`src/rtl/async_fifo_pkg.sv`:
```
// Shared helpers for the asynchronous FIFO: Gray/binary pointer conversion
// and synchroniser depth. Pointer helpers work on a wide container so any
// ADDR_SIZE up to MAX_PTR_W-1 can use them through a zero-extending cast.
package async_fifo_pkg;

  localparam int SYNC_STAGES = 2;
  localparam int MAX_PTR_W   = 16;

  typedef logic [MAX_PTR_W-1:0] wide_ptr_t;

  function automatic wide_ptr_t bin2gray(input wide_ptr_t bin);
    return bin ^ (bin >> 1);
  endfunction

  // Leading zeros from the zero-extension leave the low bits unaffected.
  function automatic wide_ptr_t gray2bin(input wide_ptr_t gray);
    wide_ptr_t bin;
    bin[MAX_PTR_W-1] = gray[MAX_PTR_W-1];
    for (int i = MAX_PTR_W-2; i >= 0; i--) begin
      bin[i] = bin[i+1] ^ gray[i];
    end
    return bin;
  endfunction

endpackage

```
`src/rtl/async_rd_fwft_ctrl_if.sv`:
```
// Purpose: first-word-fall-through valid/ready stream from the FIFO read side.
// Latency: none (wires only).
// Backpressure: consumer holds m_ready low; source keeps m_valid/m_data stable.
// Ports: m_data (payload), m_valid (source has a word), m_ready (sink accepts).
interface async_rd_fwft_ctrl_if #(
  parameter int DATA_WIDTH = 32
) ();
  logic [DATA_WIDTH-1:0] m_data;
  logic                  m_valid;
  logic                  m_ready;

  modport master (output m_data, output m_valid, input m_ready);
  modport slave  (input  m_data, input  m_valid, output m_ready);
endinterface

```
`src/rtl/gray_ptr_sync.sv`:
```
// Purpose: multi-flop synchroniser for a Gray-coded pointer crossing clocks.
// Latency: STAGES clk edges from d_gray to q_gray.
// Backpressure: none; free-running pipeline.
// Ports: clk, rstn (async active-low, clears all stages), d_gray in, q_gray out.
module gray_ptr_sync #(
  parameter int WIDTH  = 5,
  parameter int STAGES = 2
) (
  input  logic             clk,
  input  logic             rstn,
  input  logic [WIDTH-1:0] d_gray,
  output logic [WIDTH-1:0] q_gray
);

  logic [WIDTH-1:0] sync_q [STAGES];

  always_ff @(posedge clk or negedge rstn) begin
    if (!rstn) begin
      for (int i = 0; i < STAGES; i++) begin
        sync_q[i] <= '0;
      end
    end else begin
      sync_q[0] <= d_gray;
      for (int i = 1; i < STAGES; i++) begin
        sync_q[i] <= sync_q[i-1];
      end
    end
  end

  assign q_gray = sync_q[STAGES-1];

endmodule

```
`src/rtl/async_rd_fwft_ctrl.sv`:
```
// Purpose: async FIFO read-side pointer/empty/level logic with a 2-entry FWFT output buffer.
// Latency: ram_rd_en in cycle N -> m_valid in N+2; write pointer change -> empty low after 3 edges.
// Backpressure: m_ready low stops RAM reads once inflight + buffered words reach 2.
// Ports: rd_clk/rd_rstn; wr_addr_gray in (async Gray write pointer); rd_addr, rd_addr_gray,
//        ram_rd_en out and ram_rd_data in (RAM read port); m_if master stream; empty, rd_level status.
module async_rd_fwft_ctrl
  import async_fifo_pkg::*;
#(
  parameter int ADDR_SIZE  = 4,
  parameter int DATA_WIDTH = 32
) (
  input  logic                  rd_clk,
  input  logic                  rd_rstn,
  input  logic [ADDR_SIZE:0]    wr_addr_gray,
  output logic [ADDR_SIZE-1:0]  rd_addr,
  output logic [ADDR_SIZE:0]    rd_addr_gray,
  output logic                  ram_rd_en,
  input  logic [DATA_WIDTH-1:0] ram_rd_data,
  async_rd_fwft_ctrl_if.master  m_if,
  output logic                  empty,
  output logic [ADDR_SIZE:0]    rd_level
);

  localparam int PTR_W = ADDR_SIZE + 1;

  logic [PTR_W-1:0]      wr_addr_rsyn2;
  logic [PTR_W-1:0]      wr_addr_rbin;
  logic [PTR_W-1:0]      rd_addr_binary;
  logic [PTR_W-1:0]      rd_addr_binary_next;
  logic [PTR_W-1:0]      rd_addr_gray_next;

  logic                  inflight;
  logic [1:0]            buf_cnt;
  logic [DATA_WIDTH-1:0] head_q;
  logic [DATA_WIDTH-1:0] skid_q;
  logic                  buf_vld;
  logic                  pop;
  logic [2:0]            occupancy;

  gray_ptr_sync #(
    .WIDTH  (PTR_W),
    .STAGES (SYNC_STAGES)
  ) u_wr_ptr_sync (
    .clk    (rd_clk),
    .rstn   (rd_rstn),
    .d_gray (wr_addr_gray),
    .q_gray (wr_addr_rsyn2)
  );

  assign buf_vld      = (buf_cnt != 2'd0);
  assign pop          = buf_vld && m_if.m_ready;
  assign m_if.m_valid = buf_vld;
  assign m_if.m_data  = head_q;

  // Words owed to the consumer after this cycle's pop: in-flight RAM read
  // plus buffered entries. Keeping this below 2 before issuing guarantees
  // the returning word always finds a free buffer slot.
  always_comb begin
    occupancy           = 3'(inflight) + 3'(buf_cnt) - 3'(pop);
    ram_rd_en           = !empty && (occupancy < 3'd2);
    rd_addr_binary_next = rd_addr_binary + PTR_W'(ram_rd_en);
    rd_addr_gray_next   = PTR_W'(bin2gray(wide_ptr_t'(rd_addr_binary_next)));
    wr_addr_rbin        = PTR_W'(gray2bin(wide_ptr_t'(wr_addr_rsyn2)));
  end

  assign rd_addr = rd_addr_binary[ADDR_SIZE-1:0];

  // Pointer, empty and level registers all look at the post-read pointer so
  // empty rises on the same edge that consumes the last word.
  always_ff @(posedge rd_clk or negedge rd_rstn) begin
    if (!rd_rstn) begin
      rd_addr_binary <= '0;
      rd_addr_gray   <= '0;
      empty          <= 1'b1;
      rd_level       <= '0;
      inflight       <= 1'b0;
    end else begin
      rd_addr_binary <= rd_addr_binary_next;
      rd_addr_gray   <= rd_addr_gray_next;
      empty          <= (rd_addr_gray_next == wr_addr_rsyn2);
      rd_level       <= wr_addr_rbin - rd_addr_binary_next;
      inflight       <= ram_rd_en;
    end
  end

  // Two-entry in-order buffer: head_q is presented, skid_q holds the next
  // word. RAM data lands at the tail; a pop shifts the skid into the head.
  always_ff @(posedge rd_clk or negedge rd_rstn) begin
    if (!rd_rstn) begin
      buf_cnt <= 2'd0;
      head_q  <= '0;
      skid_q  <= '0;
    end else begin
      case ({inflight, pop})
        2'b10: begin
          if (buf_cnt == 2'd0) begin
            head_q <= ram_rd_data;
          end else begin
            skid_q <= ram_rd_data;
          end
          buf_cnt <= buf_cnt + 2'd1;
        end
        2'b01: begin
          head_q  <= skid_q;
          buf_cnt <= buf_cnt - 2'd1;
        end
        2'b11: begin
          if (buf_cnt == 2'd1) begin
            head_q <= ram_rd_data;
          end else begin
            head_q <= skid_q;
            skid_q <= ram_rd_data;
          end
        end
        default: ;
      endcase
    end
  end

endmodule

```
`src/flat_wrapper.sv`:
```
// flat-port wrapper written by rule: the top's interface ports become plain ports
module async_rd_fwft_ctrl_flat import async_fifo_pkg::*;
#(
  parameter int ADDR_SIZE  = 4,
  parameter int DATA_WIDTH = 32
)
  (rd_clk, rd_rstn, wr_addr_gray, rd_addr, rd_addr_gray, ram_rd_en, ram_rd_data, empty, rd_level, m_if_m_data, m_if_m_valid, m_if_m_ready);
  async_rd_fwft_ctrl_if #(.DATA_WIDTH(DATA_WIDTH)) m_if_i ();
  input  logic rd_clk;
  input  logic rd_rstn;
  input  logic [ADDR_SIZE:0] wr_addr_gray;
  output logic [ADDR_SIZE-1:0] rd_addr;
  output logic [ADDR_SIZE:0] rd_addr_gray;
  output logic ram_rd_en;
  input  logic [DATA_WIDTH-1:0] ram_rd_data;
  output logic empty;
  output logic [ADDR_SIZE:0] rd_level;
  output wire logic [$bits(m_if_i.m_data)-1:0] m_if_m_data;
  output wire logic [$bits(m_if_i.m_valid)-1:0] m_if_m_valid;
  input wire logic [$bits(m_if_i.m_ready)-1:0] m_if_m_ready;
  assign m_if_m_data = m_if_i.m_data;
  assign m_if_m_valid = m_if_i.m_valid;
  assign m_if_i.m_ready = m_if_m_ready;
  async_rd_fwft_ctrl #(.ADDR_SIZE(ADDR_SIZE), .DATA_WIDTH(DATA_WIDTH)) u_core (.rd_clk(rd_clk), .rd_rstn(rd_rstn), .wr_addr_gray(wr_addr_gray), .rd_addr(rd_addr), .rd_addr_gray(rd_addr_gray), .ram_rd_en(ram_rd_en), .ram_rd_data(ram_rd_data), .m_if(m_if_i), .empty(empty), .rd_level(rd_level));
endmodule
```
`config.mk`:
```
export PLATFORM = sky130hd
export DESIGN_NAME = async_rd_fwft_ctrl_flat
export DESIGN_NICKNAME = d
export VERILOG_FILES = /design/src/rtl/async_fifo_pkg.sv /design/src/rtl/async_rd_fwft_ctrl_if.sv /design/src/rtl/gray_ptr_sync.sv /design/src/rtl/async_rd_fwft_ctrl.sv /design/src/flat_wrapper.sv
export SDC_FILE = /design/constraint.sdc
export NUM_CORES = 1
export LEC_CHECK = 0
export ABC_CLOCK_PERIOD_IN_PS = 4700
export CORE_MARGIN = 2
export CORE_UTILIZATION = 50
export DETAILED_ROUTE_END_ITERATION = 7
export HOLD_SLACK_MARGIN = 0.02
export PLACE_DENSITY = 0.9
export SYNTH_ARGS = -nofsm -noshare
export SYNTH_HDL_FRONTEND = slang
export SYNTH_SLANG_ARGS = --single-unit
```
`constraint.sdc`:
```
create_clock -name rd_clk -period 4.7 [get_ports rd_clk]
set_input_delay 0.94 -clock rd_clk [delete_from_list [all_inputs] [get_ports rd_clk]]
set_output_delay 0.94 -clock rd_clk [all_outputs]
set_load 0.005 [all_outputs]
```
==> summary.txt, run 1 <==
Routing
  • Final wirelength: between 7000 and 8000 um
  • Avg Vias per Cell: slightly above 5
  • Vias: ~2600
  • Routed WL per cell: ~16 um
  • # DRC: 0
  • Initial DRC Count: ~110
  • Final ANT Viol Nets: 0
  • First-pass DRT Iterations: 4

Timing
  • Setup violators final: 0
  • Max Clk Rate: 224 MHz
  • Slew Limit Fails: 0
  • Worst-Margin Slew: ~0.94 ns
  • Setup Total Neg Slack: 0 ns
  • Unrepaired setup endpoints after global routing: no
  • Final Hold Viols: 0
  • Final period util: a little over nine tenths
  • Final Critical Period: roughly 4.5 ns
  • Slew headroom: between 30% and 40%
  • Worst Skew: ~0.019 ns

Synthesis
  • Post-synthesis cell area: between 3000 and 4000 um2
  • Cells after Synth: a little over 300
  • Register area share after synthesis: ~59%
  • Netlist cell types: 30
  • Post-Syn Area per Cell: 12.6 um2
  • Top-area cell type share of the netlist area: roughly 60%
  • Most frequent cell after synthesis: dfrtp_1
  • Largest area contributor in the netlist: dfrtp_1
  • Synth area leaders: dfrtp_1 (58%), mux2_2 (7.8%), a22oi_1 (6.2%), nand2_1 (3.6%), ha_1 (3.2%)
  • Post-synth EDFFs: 0
  • Mapped Nets: between 300 and 400
  • Post-synth ARST share: 100%
  • Yosys reg bits: 92
  • Yosys warning count: 0
  • Commonest cells post-synth: dfrtp_1 (91), nand2_1 (37), a22oi_1 (32)
  • Ys flop type: dfrtp_1

Placed design
  • DPL Wire Length: between 5000 and 6000 um
  • I/O Buffers: 88
  • Final GP Congestion: approximately 0.81

Cells and area
  • Fin util: between 60% and 70%
  • Layout area overhead: 32.4%
  • Share of layout cells above drive strength 1: 15.0%
  • Total Nets Final: ~460
  • N_diodes: 0

Clock network
  • Worst-Skew Late Latency: between 0.3 and 0.4 ns
  • CTS buffer count: 9
  • CTS Buffer Depth: 2
  • Htree depth: 3
  • CTS tree: yes
  • Reg clk slew, reported paths: around 0.090 ns
  • Clk sinks: ~90
  • Quantity of gates resized following cts: 0
  • Hold Buf Count CTS: 0
  • Setup Buffers After CTS: 0
  • Root Driver: clkbuf_8

Status
  • Status: finished clean

Run
  • # Max-Cap Violations: 0

Global route
  • Largest net degree at the start of global routing: 55
  • Total GRT Usage: 19.5%
  • Total grt overflow: 0
  • First-pass GRT wire length: roughly 13000 um
  • Vias in the first global route: ~2800
  • Initial antenna violation count: 0

Power and ir drop
  • Power Dens Cells: about 760 nW/um2
  • Worst IR drop on VDD: 0.000295 V
  • Leakage Power: about 2.2 nW

Floorplan
  • Die area: 8520 um2
  • IO Pins: 89
  • Core Area: about 7600 um2
  • Die Y: between 90 and 100 um
  • Standard-cell rows: 32
  • Starting Density: around 50%
  • Die Width: 92.3 um

Worst setup path
  • Crit-path max cell delay: ~0.5 ns
  • Crit path cell chain: clkdlybuf4s50_1 -> nor2b_1 -> ha_1 -> nand2b_1 -> fa_1 -> xor2_1 -> nor3b_1 -> buf_4 -> clkdlybuf4s50_1
  • Crit path buf inv count: 3
  • Critical path's top delay family: buffers and inverters
  • Crit. End Element: primary output
  • Most frequent CP cell: clkdlybuf4s50_1
  • Crit start category: input pin
  • CP max-delay cell: clkdlybuf4s50_1
  • Crit path max fanout: 2
  • Crit path kind: input pin to primary output
  • Worst endpoint required time: 3.76 ns
  • Crit path DAT: around 3.5 ns

Worst hold path
  • HP Class: register to register
## where the power goes
part	switching [W]	internal [W]	total, W
clock network	0.000270	0.000262	0.000531
registers	0.000213	0.00117	0.00138
logic	0.000892	0.00111	0.00200
total	0.00137	0.00254	0.00392
## area by class of cell
| class | count | area, um2 |
|---|---|---|
| Clock buffer | 11 | 141 |
| Clock inverter | 5 | 61.3 |
| Tap cell | 102 | 128 |
| Timing Repair Buffer | 101 | 976 |
| Inverter | 12 | 45.0 |
| Sequential cell | 92 | 2300 |
| Multi-Input combinational cell | 191 | 1510 |
| Fill cell | 564 | 2480 |
## sequential cells by signal, summed over array words and instances (netlist names)
name	count
u_core.rd_addr_binary	5
u_core.empty	1
u_core.skid_q	32
u_core.rd_addr_gray	4
u_core.rd_level	5
u_core.m_if.m_data	32
u_core.buf_cnt	2
u_core.inflight	1
u_core.u_wr_ptr_sync.sync_q	5
u_core.u_wr_ptr_sync.q_gray	5
## cell families (layout without fill, tap and decap cells)
group / after synthesis / in the layout / synth area share [%]
compound gates: 75 / 75 / 12.3
xor+xnor: 25 / 25 / 7.25
fa+ha+maj: 14 / 14 / 4.75
buf+inv: 27 / 129 / 2.60
flops: 92 / 92 / 59.0
mux: 32 / 32 / 9.24
simple gates: 45 / 45 / 4.84
## placed cells by master (no fill, tap or decap), types with 5 or more instances in the layout
master / synthesis / routed
xnor2_1: 11 / 11
a22oi_1: 32 / 32
buf_4: 0 / 14
inv_1: 11 / 11
nand2_1: 37 / 37
clkdlybuf4s50_1: 0 / 87
clkbuf_8: 0 / 10
mux2_1: 5 / 5
xor2_1: 10 / 10
o21ai_1: 13 / 12
ha_1: 10 / 10
mux2_2: 27 / 27
o21ai_0: 21 / 21
dfrtp_1: 91 / 91
## final timing paths
kind / startpoint / endpoint / slack, ns / cells past startpoint
worst max-delay path: m_if_m_ready / ram_rd_en / 0.24 / 9
worst min-delay path: u_core.u_wr_ptr_sync.sync_q[9] / u_core.u_wr_ptr_sync.q_gray[4] / 0.35 / 0
worst max register to register: u_core.buf_cnt[1] / u_core.rd_level[4] / 0.78 / 15
worst min register to register: u_core.u_wr_ptr_sync.sync_q[9] / u_core.u_wr_ptr_sync.q_gray[4] / 0.35 / 0
max in group asynchronous: rd_rstn / u_core.m_if.m_data[9] / 3.12 / 2
min in group asynchronous: rd_rstn / u_core.u_wr_ptr_sync.q_gray[3] / 0.63 / 1
## per-layer routing
layer  routed length (um)  track usage (%)  share of wire (%)
met1                 3450             25.0                 43
met2                 4150             33.5                 52
met3                  238             3.09                3.0
met4                  140             7.71                1.8
met5                    0                0                  0
## through the flow
step	std cells	worst slack [ns]	area, um2	power, W	hold slack, ns
after floorplan	310	0.449	3900	0.00253	0.331
after global placement	498	0.262	4960	0.00331	0.335
after detailed placement	498	0.151	4960	0.00342	0.336
after CTS	514	0.246	5170	0.00396	0.350
after global routing	514	0.0776	5170	0.00422	0.356
final	514	0.241	5170	0.00392	0.350
No activity file was read; power rests on OpenSTA's default activity.
==> inputs of run 2 (changes only) <==
- ABC_AREA: not set -> 1
- CORE_UTILIZATION: 50 -> 51
==> run 2 against run 1 <==
Against the previous run: clock power is 11% higher; final cell count is 21% higher; combinational power is 2% lower; die area is 5.9% higher; core utilization is 1.7 points lower; synthesized cell count is 37% higher; largest power group unchanged; highest routed layer unchanged.
==> summary.txt, run 2 <==
Timing
  • Final Critical Period: 4.54 ns
  • Final Hold Viols: 0
  • Final period util: a little over nine tenths
  • Slew Limit Fails: 0
  • Worst-Margin Slew: 1.12 ns
  • Setup violators final: 0
  • Max Clk Rate: approximately 220 MHz
  • Final WS setup: ~0.16 ns
  • Worst Skew: roughly 0.015 ns
  • Unrepaired setup endpoints after global routing: no
  • Slew headroom: 25.5%
  • Setup Total Neg Slack: 0 ns

Routing
  • Vias: roughly 3200
  • Initial DRC Count: between 100 and 150
  • Routed WL per cell: 14.3 um
  • Final ANT Viol Nets: 0
  • Final wirelength: roughly 8900 um
  • Avg Vias per Cell: between 5 and 6
  • # DRC: 0
  • First-pass DRT Iterations: 4

Global route
  • Largest net degree at the start of global routing: 93
  • Total GRT Usage: a little over 20%
  • Total grt overflow: 0
  • Vias in the first global route: around 3200
  • First-pass GRT wire length: 14400 um
  • Initial antenna violation count: 0

Run
  • # Max-Cap Violations: 0

Clock network
  • CTS Buffer Depth: 2
  • Setup Buffers After CTS: 0
  • Clk sinks: just over 90
  • Worst-Skew Late Latency: about 0.35 ns
  • Htree depth: 3
  • Hold Buf Count CTS: 0
  • Reg clk slew, reported paths: roughly 0.09 ns
  • CTS tree: yes
  • CTS buffer count: 9
  • Quantity of gates resized following cts: 0
  • Root Driver: clkbuf_8

Synthesis
  • Mapped Nets: around 480
  • Post-synth EDFFs: 0
  • Commonest cells post-synth: dfrtp_1 (91), nand2_1 (83), o21ai_1 (68)
  • Register area share after synthesis: between 50% and 60%
  • Post-synthesis cell area: around 4200 um2
  • Yosys reg bits: 92
  • Post-Syn Area per Cell: between 9 and 10 um2
  • Post-synth ARST share: between 90% and 100%
  • Ys flop type: dfrtp_1
  • Yosys warning count: 0
  • Netlist cell types: 28
  • Synth area leaders: dfrtp_1 (54%), mux2_2 (8.5%), o21ai_1 (8.1%), nand2_1 (7.4%), inv_1 (4.6%)
  • Cells after Synth: 426
  • Largest area contributor in the netlist: dfrtp_1
  • Most frequent cell after synthesis: dfrtp_1
  • Top-area cell type share of the netlist area: 53.9%

Worst setup path
  • WP depth: 10
  • Most frequent CP cell: clkdlybuf4s50_1
  • FF-to-FF setup slack: ~0.59 ns
  • Crit path buf inv count: 4
  • CP max-delay cell: clkdlybuf4s50_1
  • Reg2reg start: u_core.buf_cnt[1]
  • Crit path DAT: 3.60 ns
  • Crit path cell chain: clkdlybuf4s50_1 -> nand2_1 -> inv_1 -> ha_1 -> or2_2 -> fa_1 -> o21ai_0 -> a211oi_1 -> buf_4 -> clkdlybuf4s50_1
  • Crit path kind: input pin to primary output
  • Crit. End Element: primary output
  • Critical path's top delay family: buffers and inverters
  • Crit-path max cell delay: a little under 0.5 ns
  • Worst endpoint required time: between 3 and 4 ns
  • Crit start category: input pin
  • Origin of the worst setup path: m_if_m_ready
  • Crit path max fanout: 4
  • Worst Reg-to-Reg Cells: 20
  • FF-to-FF End: u_core.rd_level[4]
  • CP Capture Point: ram_rd_en

Status
  • Status: finished clean

Power and ir drop
  • Total power draw: around 0.004 W
  • Power Dens Cells: 730 nW/um2
  • Worst IR drop on VDD: roughly 0.00041 V
  • Leakage Power: ~2.5 nW

Floorplan
  • Starting Density: about half
  • Standard-cell rows: 33
  • Die Width: approximately 95 um
  • Die area: roughly 9000 um2
  • Die Y: ~95 um
  • Core Area: 8130 um2
  • IO Pins: 89

Placed design
  • DPL Wire Length: slightly above 6000 um
  • Pre-CTS setup slack: 0.0636 ns
  • I/O Buffers: 88
  • Final GP Congestion: approximately 0.81
  • Placed Area: 5130 um2

Cells and area
  • Most frequent cells in the layout: dfrtp_1 (91), clkdlybuf4s50_1 (87), nand2_1 (83)
  • Layout area overhead: 26.8%
  • Multi-input logic area: between 1500 and 2000 um2
  • Design Area, Final: ~5400 um2
  • FILL cells: between 600 and 700
  • N_diodes: 0
  • Total Nets Final: 562
  • Share of layout cells above drive strength 1: between 10% and 20%
  • Most common cell after layout, fill and taps aside: dfrtp_1
  • Sequential Area: between 2000 and 2500 um2

Worst hold path
  • HP Class: register to register
  • HP Start: u_core.u_wr_ptr_sync.sync_q[5]
run 2: worst min path at each step:
| stage | end | slack (ns) | cells after the start |
|---|---|---|---|
| after floorplan | u_core.u_wr_ptr_sync.q_gray[0] | 0.33 | 0 |
| final | u_core.u_wr_ptr_sync.q_gray[0] | 0.35 | 0 |
| after detailed placement | u_core.u_wr_ptr_sync.q_gray[0] | 0.33 | 0 |
| after global placement | u_core.u_wr_ptr_sync.q_gray[4] | 0.33 | 0 |
| after CTS | u_core.u_wr_ptr_sync.q_gray[2] | 0.36 | 0 |
| after global routing | u_core.u_wr_ptr_sync.q_gray[4] | 0.37 | 0 |
run 2: where the power goes:
group          total, W  internal [W]  leakage, nW  switching (W)
Sequential      0.00136       0.00116         1.11       0.000193
Combinational   0.00196      0.000984         1.28       0.000977
Clock          0.000590      0.000317        0.114       0.000273
run 2: logic make-up (layout without fill, tap and decap cells):
group	Yosys count	count (layout)	synth area share, %
simple gates	107	107	10.4
compound gates	104	104	13.1
flops	92	92	54.5
buf+inv	73	162	8.11
mux	32	32	8.53
fa+ha+maj	12	12	3.91
xor+xnor	6	6	1.42
run 2: per-stage QoR:
| step | std cells | hold slack (ns) | utilization, % |
|---|---|---|---|
| floorplan | 426 | 0.331 | - |
| global placement | 604 | 0.331 | 63.1 |
| detailed placement | 604 | 0.335 | 63.1 |
| CTS | 620 | 0.356 | 65.9 |
| global route | 620 | 0.372 | 65.9 |
| finish | 620 | 0.355 | 65.9 |
run 2: final cells by class:
| class | count | area share [%] |
|---|---|---|
| clock buffer | 11 | 2.64 |
| clock inverter | 5 | 1.54 |
| inverter | 54 | 3.78 |
| tap | 105 | 2.45 |
| multi-input combinational | 261 | 29.6 |
| sequential | 92 | 43.0 |
| timing repair buffer | 92 | 17.0 |
run 2: per-layer routing:
| metal | track usage [%] | up-vias | routed length (um) |
|---|---|---|---|
| met5 | 0 | - | 0 |
| met4 | 7.00 | 0 | 125 |
| met3 | 4.03 | 11 | 448 |
| met1 | 25.5 | 1573 | 3820 |
| met2 | 35.7 | 86 | 4460 |
| li1 | - | 1553 | - |
